<file path="src/rtl/plru_replacement_unit_pkg.sv">
// plru_pkg: shared defaults, flush FSM states and tree PLRU helper functions
package plru_pkg;
  localparam int ASSOC_DEF = 4;
  localparam int NUM_SETS_DEF = 256;
  localparam int MAX_ASSOC = 16;
  localparam int MAX_W = 4;
  typedef enum logic {IDLE, SWEEP} flush_state_e;
  function automatic logic [MAX_W-1:0] tree_victim(input logic [MAX_ASSOC-2:0] s, input int assoc);
    int n;
    n = 0;
    for (int l = 0; l < MAX_W; l++)
      if ((2 << l) <= assoc) n = 2 * n + 1 + int'(s[4'(n)]);
    return 4'(n - (assoc - 1));
  endfunction
  function automatic logic [MAX_ASSOC-2:0] tree_update(input logic [MAX_ASSOC-2:0] s, input logic [MAX_W-1:0] way, input int assoc);
    logic [MAX_ASSOC-2:0] r;
    int n;
    r = s;
    n = int'(way) + assoc - 1;
    for (int l = 0; l < MAX_W; l++)
      if (n > 0) begin
        r[4'((n - 1) / 2)] = n[0];
        n = (n - 1) / 2;
      end
    return r;
  endfunction
  function automatic logic [MAX_W:0] first_invalid(input logic [MAX_ASSOC-1:0] mask, input int assoc);
    logic [MAX_W:0] r;
    r = '0;
    for (int i = MAX_ASSOC - 1; i >= 0; i--)
      if (i < assoc && !mask[4'(i)]) r = {1'b1, 4'(i)};
    return r;
  endfunction
endpackage

</file>
<file path="src/rtl/plru_replacement_unit_if.sv">
// plru_replacement_unit_if: lookup, access and flush signals between cache and PLRU unit
interface plru_replacement_unit_if
  import plru_pkg::*;
#(
  parameter int ASSOC = ASSOC_DEF,
  parameter int NUM_SETS = NUM_SETS_DEF
) ();
  localparam int WAY_W = $clog2(ASSOC);
  localparam int IDX_W = $clog2(NUM_SETS);
  logic [IDX_W-1:0] lookup_index;
  logic [ASSOC-1:0] valid_mask;
  logic [WAY_W-1:0] victim_way;
  logic access_valid;
  logic [IDX_W-1:0] access_index;
  logic [WAY_W-1:0] access_way;
  logic access_ready;
  logic flush_req;
  logic flush_busy;
  logic flush_done;
  modport master (
    output lookup_index, valid_mask, access_valid, access_index, access_way, flush_req,
    input victim_way, access_ready, flush_busy, flush_done
  );
  modport slave (
    input lookup_index, valid_mask, access_valid, access_index, access_way, flush_req,
    output victim_way, access_ready, flush_busy, flush_done
  );
endinterface

</file>
<file path="src/rtl/plru_replacement_unit_tree_logic.sv">
// plru_tree_logic: combinational victim pick (invalid ways first) and path update for one set
module plru_tree_logic
  import plru_pkg::*;
#(
  parameter int ASSOC = ASSOC_DEF,
  localparam int WAY_W = $clog2(ASSOC)
) (
  input  logic [ASSOC-2:0] state,
  input  logic [ASSOC-1:0] valid_mask,
  input  logic [WAY_W-1:0] way,
  output logic [WAY_W-1:0] victim,
  output logic [ASSOC-2:0] next_state
);
  logic [MAX_ASSOC-2:0] s_ext;
  logic [MAX_W:0] inv;
  // widen to the package's maximum tree size, then narrow results back to ASSOC
  always_comb begin
    s_ext = (MAX_ASSOC-1)'(state);
    inv = first_invalid(MAX_ASSOC'(valid_mask), ASSOC);
    victim = inv[MAX_W] ? WAY_W'(inv[MAX_W-1:0]) : WAY_W'(tree_victim(s_ext, ASSOC));
    next_state = (ASSOC-1)'(tree_update(s_ext, MAX_W'(way), ASSOC));
  end
endmodule

</file>
<file path="src/rtl/plru_replacement_unit.sv">
// plru_replacement_unit: per-set tree PLRU state with victim lookup, access update and flush sweep
module plru_replacement_unit
  import plru_pkg::*;
#(
  parameter int ASSOC = ASSOC_DEF,
  parameter int NUM_SETS = NUM_SETS_DEF
) (
  input logic clk,
  input logic rst_n,
  plru_replacement_unit_if.slave bus
);
  localparam int WAY_W = $clog2(ASSOC);
  localparam int IDX_W = $clog2(NUM_SETS);
  logic [ASSOC-2:0] tree [NUM_SETS];
  flush_state_e fsm;
  logic [IDX_W-1:0] cnt;
  logic done_q;
  logic [ASSOC-2:0] acc_next;
  logic [ASSOC-2:0] unused_lk_next;
  logic [WAY_W-1:0] unused_acc_victim;
  plru_tree_logic #(.ASSOC(ASSOC)) u_lookup (
    .state(tree[bus.lookup_index]),
    .valid_mask(bus.valid_mask),
    .way('0),
    .victim(bus.victim_way),
    .next_state(unused_lk_next)
  );
  plru_tree_logic #(.ASSOC(ASSOC)) u_access (
    .state(tree[bus.access_index]),
    .valid_mask('1),
    .way(bus.access_way),
    .victim(unused_acc_victim),
    .next_state(acc_next)
  );
  assign bus.access_ready = fsm == IDLE;
  assign bus.flush_busy = fsm == SWEEP;
  assign bus.flush_done = done_q;
  // flush sequencer: done pulses while the last set is being swept
  always_ff @(posedge clk or negedge rst_n)
    if (!rst_n) begin
      fsm <= IDLE;
      cnt <= '0;
      done_q <= 1'b0;
    end else if (fsm == IDLE) begin
      done_q <= 1'b0;
      if (bus.flush_req) begin
        fsm <= SWEEP;
        cnt <= '0;
      end
    end else if (cnt == IDX_W'(NUM_SETS - 1)) begin
      fsm <= IDLE;
      cnt <= '0;
      done_q <= 1'b0;
    end else begin
      cnt <= cnt + 1'b1;
      done_q <= cnt == IDX_W'(NUM_SETS - 2);
    end
  // tree state: sweep clears one set per cycle, otherwise accepted accesses update their path
  always_ff @(posedge clk or negedge rst_n)
    if (!rst_n) begin
      for (int i = 0; i < NUM_SETS; i++) tree[i] <= '0;
    end else if (fsm == SWEEP) begin
      tree[cnt] <= '0;
    end else if (bus.access_valid) begin
      tree[bus.access_index] <= acc_next;
    end
endmodule
</file>
<file path="src/flat_wrapper.sv">
// flat-port wrapper written by rule: the top's interface ports become plain ports
module plru_replacement_unit_flat import plru_pkg::*;
#(
  parameter int ASSOC = ASSOC_DEF,
  parameter int NUM_SETS = NUM_SETS_DEF
)
  (clk, rst_n, bus_lookup_index, bus_valid_mask, bus_access_valid, bus_access_index, bus_access_way, bus_flush_req, bus_victim_way, bus_access_ready, bus_flush_busy, bus_flush_done);
  plru_replacement_unit_if #(.ASSOC(ASSOC), .NUM_SETS(NUM_SETS)) bus_i ();
  input logic clk;
  input logic rst_n;
  input wire logic [$bits(bus_i.lookup_index)-1:0] bus_lookup_index;
  input wire logic [$bits(bus_i.valid_mask)-1:0] bus_valid_mask;
  input wire logic [$bits(bus_i.access_valid)-1:0] bus_access_valid;
  input wire logic [$bits(bus_i.access_index)-1:0] bus_access_index;
  input wire logic [$bits(bus_i.access_way)-1:0] bus_access_way;
  input wire logic [$bits(bus_i.flush_req)-1:0] bus_flush_req;
  output wire logic [$bits(bus_i.victim_way)-1:0] bus_victim_way;
  output wire logic [$bits(bus_i.access_ready)-1:0] bus_access_ready;
  output wire logic [$bits(bus_i.flush_busy)-1:0] bus_flush_busy;
  output wire logic [$bits(bus_i.flush_done)-1:0] bus_flush_done;
  assign bus_i.lookup_index = bus_lookup_index;
  assign bus_i.valid_mask = bus_valid_mask;
  assign bus_i.access_valid = bus_access_valid;
  assign bus_i.access_index = bus_access_index;
  assign bus_i.access_way = bus_access_way;
  assign bus_i.flush_req = bus_flush_req;
  assign bus_victim_way = bus_i.victim_way;
  assign bus_access_ready = bus_i.access_ready;
  assign bus_flush_busy = bus_i.flush_busy;
  assign bus_flush_done = bus_i.flush_done;
  plru_replacement_unit #(.ASSOC(ASSOC), .NUM_SETS(NUM_SETS)) u_core (.clk(clk), .rst_n(rst_n), .bus(bus_i));
endmodule
</file>
<file path="config.mk">
export PLATFORM = sky130hd
export DESIGN_NAME = plru_replacement_unit_flat
export DESIGN_NICKNAME = d
export VERILOG_FILES = /design/src/rtl/plru_replacement_unit_pkg.sv /design/src/rtl/plru_replacement_unit_if.sv /design/src/rtl/plru_replacement_unit_tree_logic.sv /design/src/rtl/plru_replacement_unit.sv /design/src/flat_wrapper.sv
export SDC_FILE = /design/constraint.sdc
export NUM_CORES = 2
export LEC_CHECK = 0
export CAP_MARGIN = 40
export CORE_MARGIN = 4
export CORE_UTILIZATION = 23
export CTS_CLUSTER_DIAMETER = 30
export CTS_CLUSTER_SIZE = 14
export DETAILED_ROUTE_END_ITERATION = 8
export PLACE_DENSITY = 0.37
export SYNTH_ARGS = -nofsm -noshare
export SYNTH_HDL_FRONTEND = slang
export SYNTH_SLANG_ARGS = --single-unit
</file>
<file path="constraint.sdc">
create_clock -name clk -period 6.5 [get_ports clk]
set_input_delay 0.975 -clock clk [delete_from_list [all_inputs] [get_ports clk]]
set_output_delay 0.975 -clock clk [all_outputs]
set_load 0.01 [all_outputs]
</file>
==> results by group <==
CTS
  – Reg clk slew, reported paths: 0.04 ns
  – Htree depth: 4
  – TritonCTS Sinks: 778
  – Cts bufs inserted: 235
  – Clock root cell: clkbuf_16
  – Max Buffers Root-to-Sink: 3
  – Clock latency on the worst-skew pair: 0.86 ns
  – Post-CTS Hold Fix Bufs: 0
  – CTS tree: done

Timing
  – Fin Clk Skew: 0.0594 ns
  – Final setup margin: -2.53 ns
  – Final hold violations: 0
  – Hold Worst Slack: 0.188 ns
  – Worst-Margin Slew: 1.03 ns
  – # setup viols final: 256
  – Tcrit/Tclk final: 1.39
  – F_max: 111 MHz
  – Max Slew Vio Count: 0
  – RSZ-0062 raised after global routing: true
  – Period minus WS final: 9.03 ns
  – Slew HR: 0.310

Global routing
  – First-pass GRT wire length: 372000 microns
  – Vias in the first global route: 46574
  – Top Usage Layer GRT: met2
  – Initial antenna violation count: 10
  – Grt met1 use: 0.301
  – All-Layer GR Usage: 0.231
  – Grt met3 use: 0.0524
  – GRT overflow: 0
  – Routing usage on met2: 0.363
  – Largest net degree at the start of global routing: 157

Pwr
  – PwrDens: 388 mW/mm^2
  – Pleak: 0.0267 uW
  – Power Total: 26200 uW
  – Maximum vdd drop: 0.329 mV

Worst setup path
  – Most numerous cell on the critical path: ha_4
  – Worst setup EP type: flip-flop
  – Top delay family on crit path: simple AND/OR/NAND/NOR gates
  – Startpoint types: input pin
  – WP buf/inv: 8
  – WP data required: 7.23 ns
  – CP max FO: 9
  – Max incr delay on CP: 0.50 ns
  – CP max stage cell: or4b_4
  – CP arrival: 9.77 ns
  – WS Path Type: in -> reg

Synthesis
  – Sequential area share after synthesis: 0.392
  – Synth warn: 0
  – Top FF cell, synth: dfrtp_1
  – Avg Cell Area, Syn: 10.6 sq um
  – Area contributors post-synth: dfrtp_1, mux4_2, nand2_1, o21ai_0, a22oi_1
  – Count of different cell masters after synthesis: 83
  – Syn_nets: 4735
  – Most frequent cell after synthesis: dfrtp_1
  – Share of the synthesized area in the top cell type: 0.392
  – Post-Synthesis Cell Area: 0.0497 sq mm
  – Cell taking the most area after synthesis: dfrtp_1
  – Post-synth EDFFs: 0
  – Synthesized flop and latch total: 778
  – Post-Syn Instances: 4685
  – Commonest cells in the netlist: dfrtp_1, nand2_1, mux4_2
  – Asr flop ratio synth: 1.00

Floorplan
  – Die area: 0.224 sq mm
  – Top Ports: 31
  – Die Height: 473 microns
  – Die X: 473 microns
  – Rows: 170
  – Core Region: 0.215 sq mm
  – Initial core utilization: 0.231

Placed design
  – DP HPWL: 175000 microns
  – DP Cell Count: 7603
  – Routability cong.: 0.880
  – Port bufs: 30

Detailed routing
  – Vias: 46615
  – Drt drc: 0
  – Routed vias/inst: 5.74
  – Routed wire length: 265000 microns
  – DR iter-0 viols: 5083
  – Post-route ant nets: 0
  – DR pass1 iterations: 6
  – Wire length per cell: 32.5 microns

Status
  – Failing checks: setup timing
  – Outcome: finished, violations left

Layout
  – Nets@finish: 5133
  – Final std cells w/o fill: 8127
  – Filler Cell Count: 21821
  – Area delta synth->final: 35.8%
  – Layout cells sized above 1: 0.324

Min path
  – Worst min path class: in -> async

Run
  – Max-Cap Viols: 0
[final cells by class]
cell class / instances / area [sq um] / share of cell area
Sequential cell: 778 / 19500 / 0.289
Inverter: 22 / 96.3 / 0.00143
Tap cell: 2838 / 3550 / 0.0526
Clock inverter: 131 / 1960 / 0.0290
Multi-Input combinational cell: 3384 / 29000 / 0.430
Antenna cell: 7 / 17.5 / 0.000260
Clock buffer: 305 / 6620 / 0.0981
Timing Repair Buffer: 662 / 6770 / 0.100
[cells by family after synthesis]
family | synth area share
mux | 0.232
flops | 0.392
xor+xnor | 0.00413
fa+ha+maj | 0.00604
compound gates | 0.174
simple gates | 0.150
buf+inv | 0.0422
[report_power, final]
group	total [uW]	internal (uW)	switching [uW]	leakage [uW]
registers	5010	4910	99.6	0.0109
clock network	12400	8740	3640	0.00420
logic	8780	3490	5290	0.0117
[layer usage]
| layer | routed length (microns) | part of all wire |
|---|---|---|
| met1 | 108000 | 0.41 |
| met4 | 14100 | 0.053 |
| met2 | 121000 | 0.46 |
| met3 | 21200 | 0.080 |
| met5 | 13 | 0.000049 |
[final timing paths]
path	from	end	slack [ns]	depth (start not counted)
max	bus_access_way[1]	u_core.tree[525]	-2.53	51
min	rst_n	u_core.tree[406]	0.19	1
max reg2reg	u_core.tree[144]	u_core.tree[33]	1.74	16
min reg2reg	u_core.tree[470]	u_core.tree[470]	0.49	2
max in group asynchronous	rst_n	u_core.tree[153]	4.76	2
min in group clk	u_core.tree[470]	u_core.tree[470]	0.49	2
[through the flow]
| step | TNS (ns) | utilization | worst slack, ns | cell area [sq um] |
|---|---|---|---|---|
| detailed placement | -1033.70 | 0.266 | -4.12 | 57200 |
| global route | -746.50 | 0.314 | -3.03 | 67500 |
| global placement | -1027.47 | 0.264 | -4.08 | 56800 |
| finish | -613.05 | 0.314 | -2.53 | 67500 |
| CTS | -617.49 | 0.313 | -2.52 | 67300 |
| floorplan | -718.30 | - | -2.89 | 50000 |
[layout by cell type (no fill, tap or decap), drive strengths merged, types with 33 or more instances in the layout]
cell and n:
and3 57, nand3 215, mux4 500, nor3 118
and2 113, nor4 85, buf 637, clkbuf 306
o211ai 86, a31o 137, bufinv 42, dfrtp 778
clkinv 67, nand2 739, a22o 124, a21oi 33
a22oi 206, nor2 211, o21ai 371, a32o 123
[repair_timing]
item / 4_1_cts / 5_1_grt
buffers inserted: 55 / 6
gates cloned: 22 / 2
resized for setup: 119 / 47
pin swaps: 65 / 29
endpoints found under the setup margin: 256 / 256
[state kept, by name, indices dropped and copies added, names as in the netlist]
register / count
u_core.tree: 768
u_core.bus.flush_busy: 1
u_core.bus.flush_done: 1
u_core.cnt: 8
(Power assumes the default switching activity.)
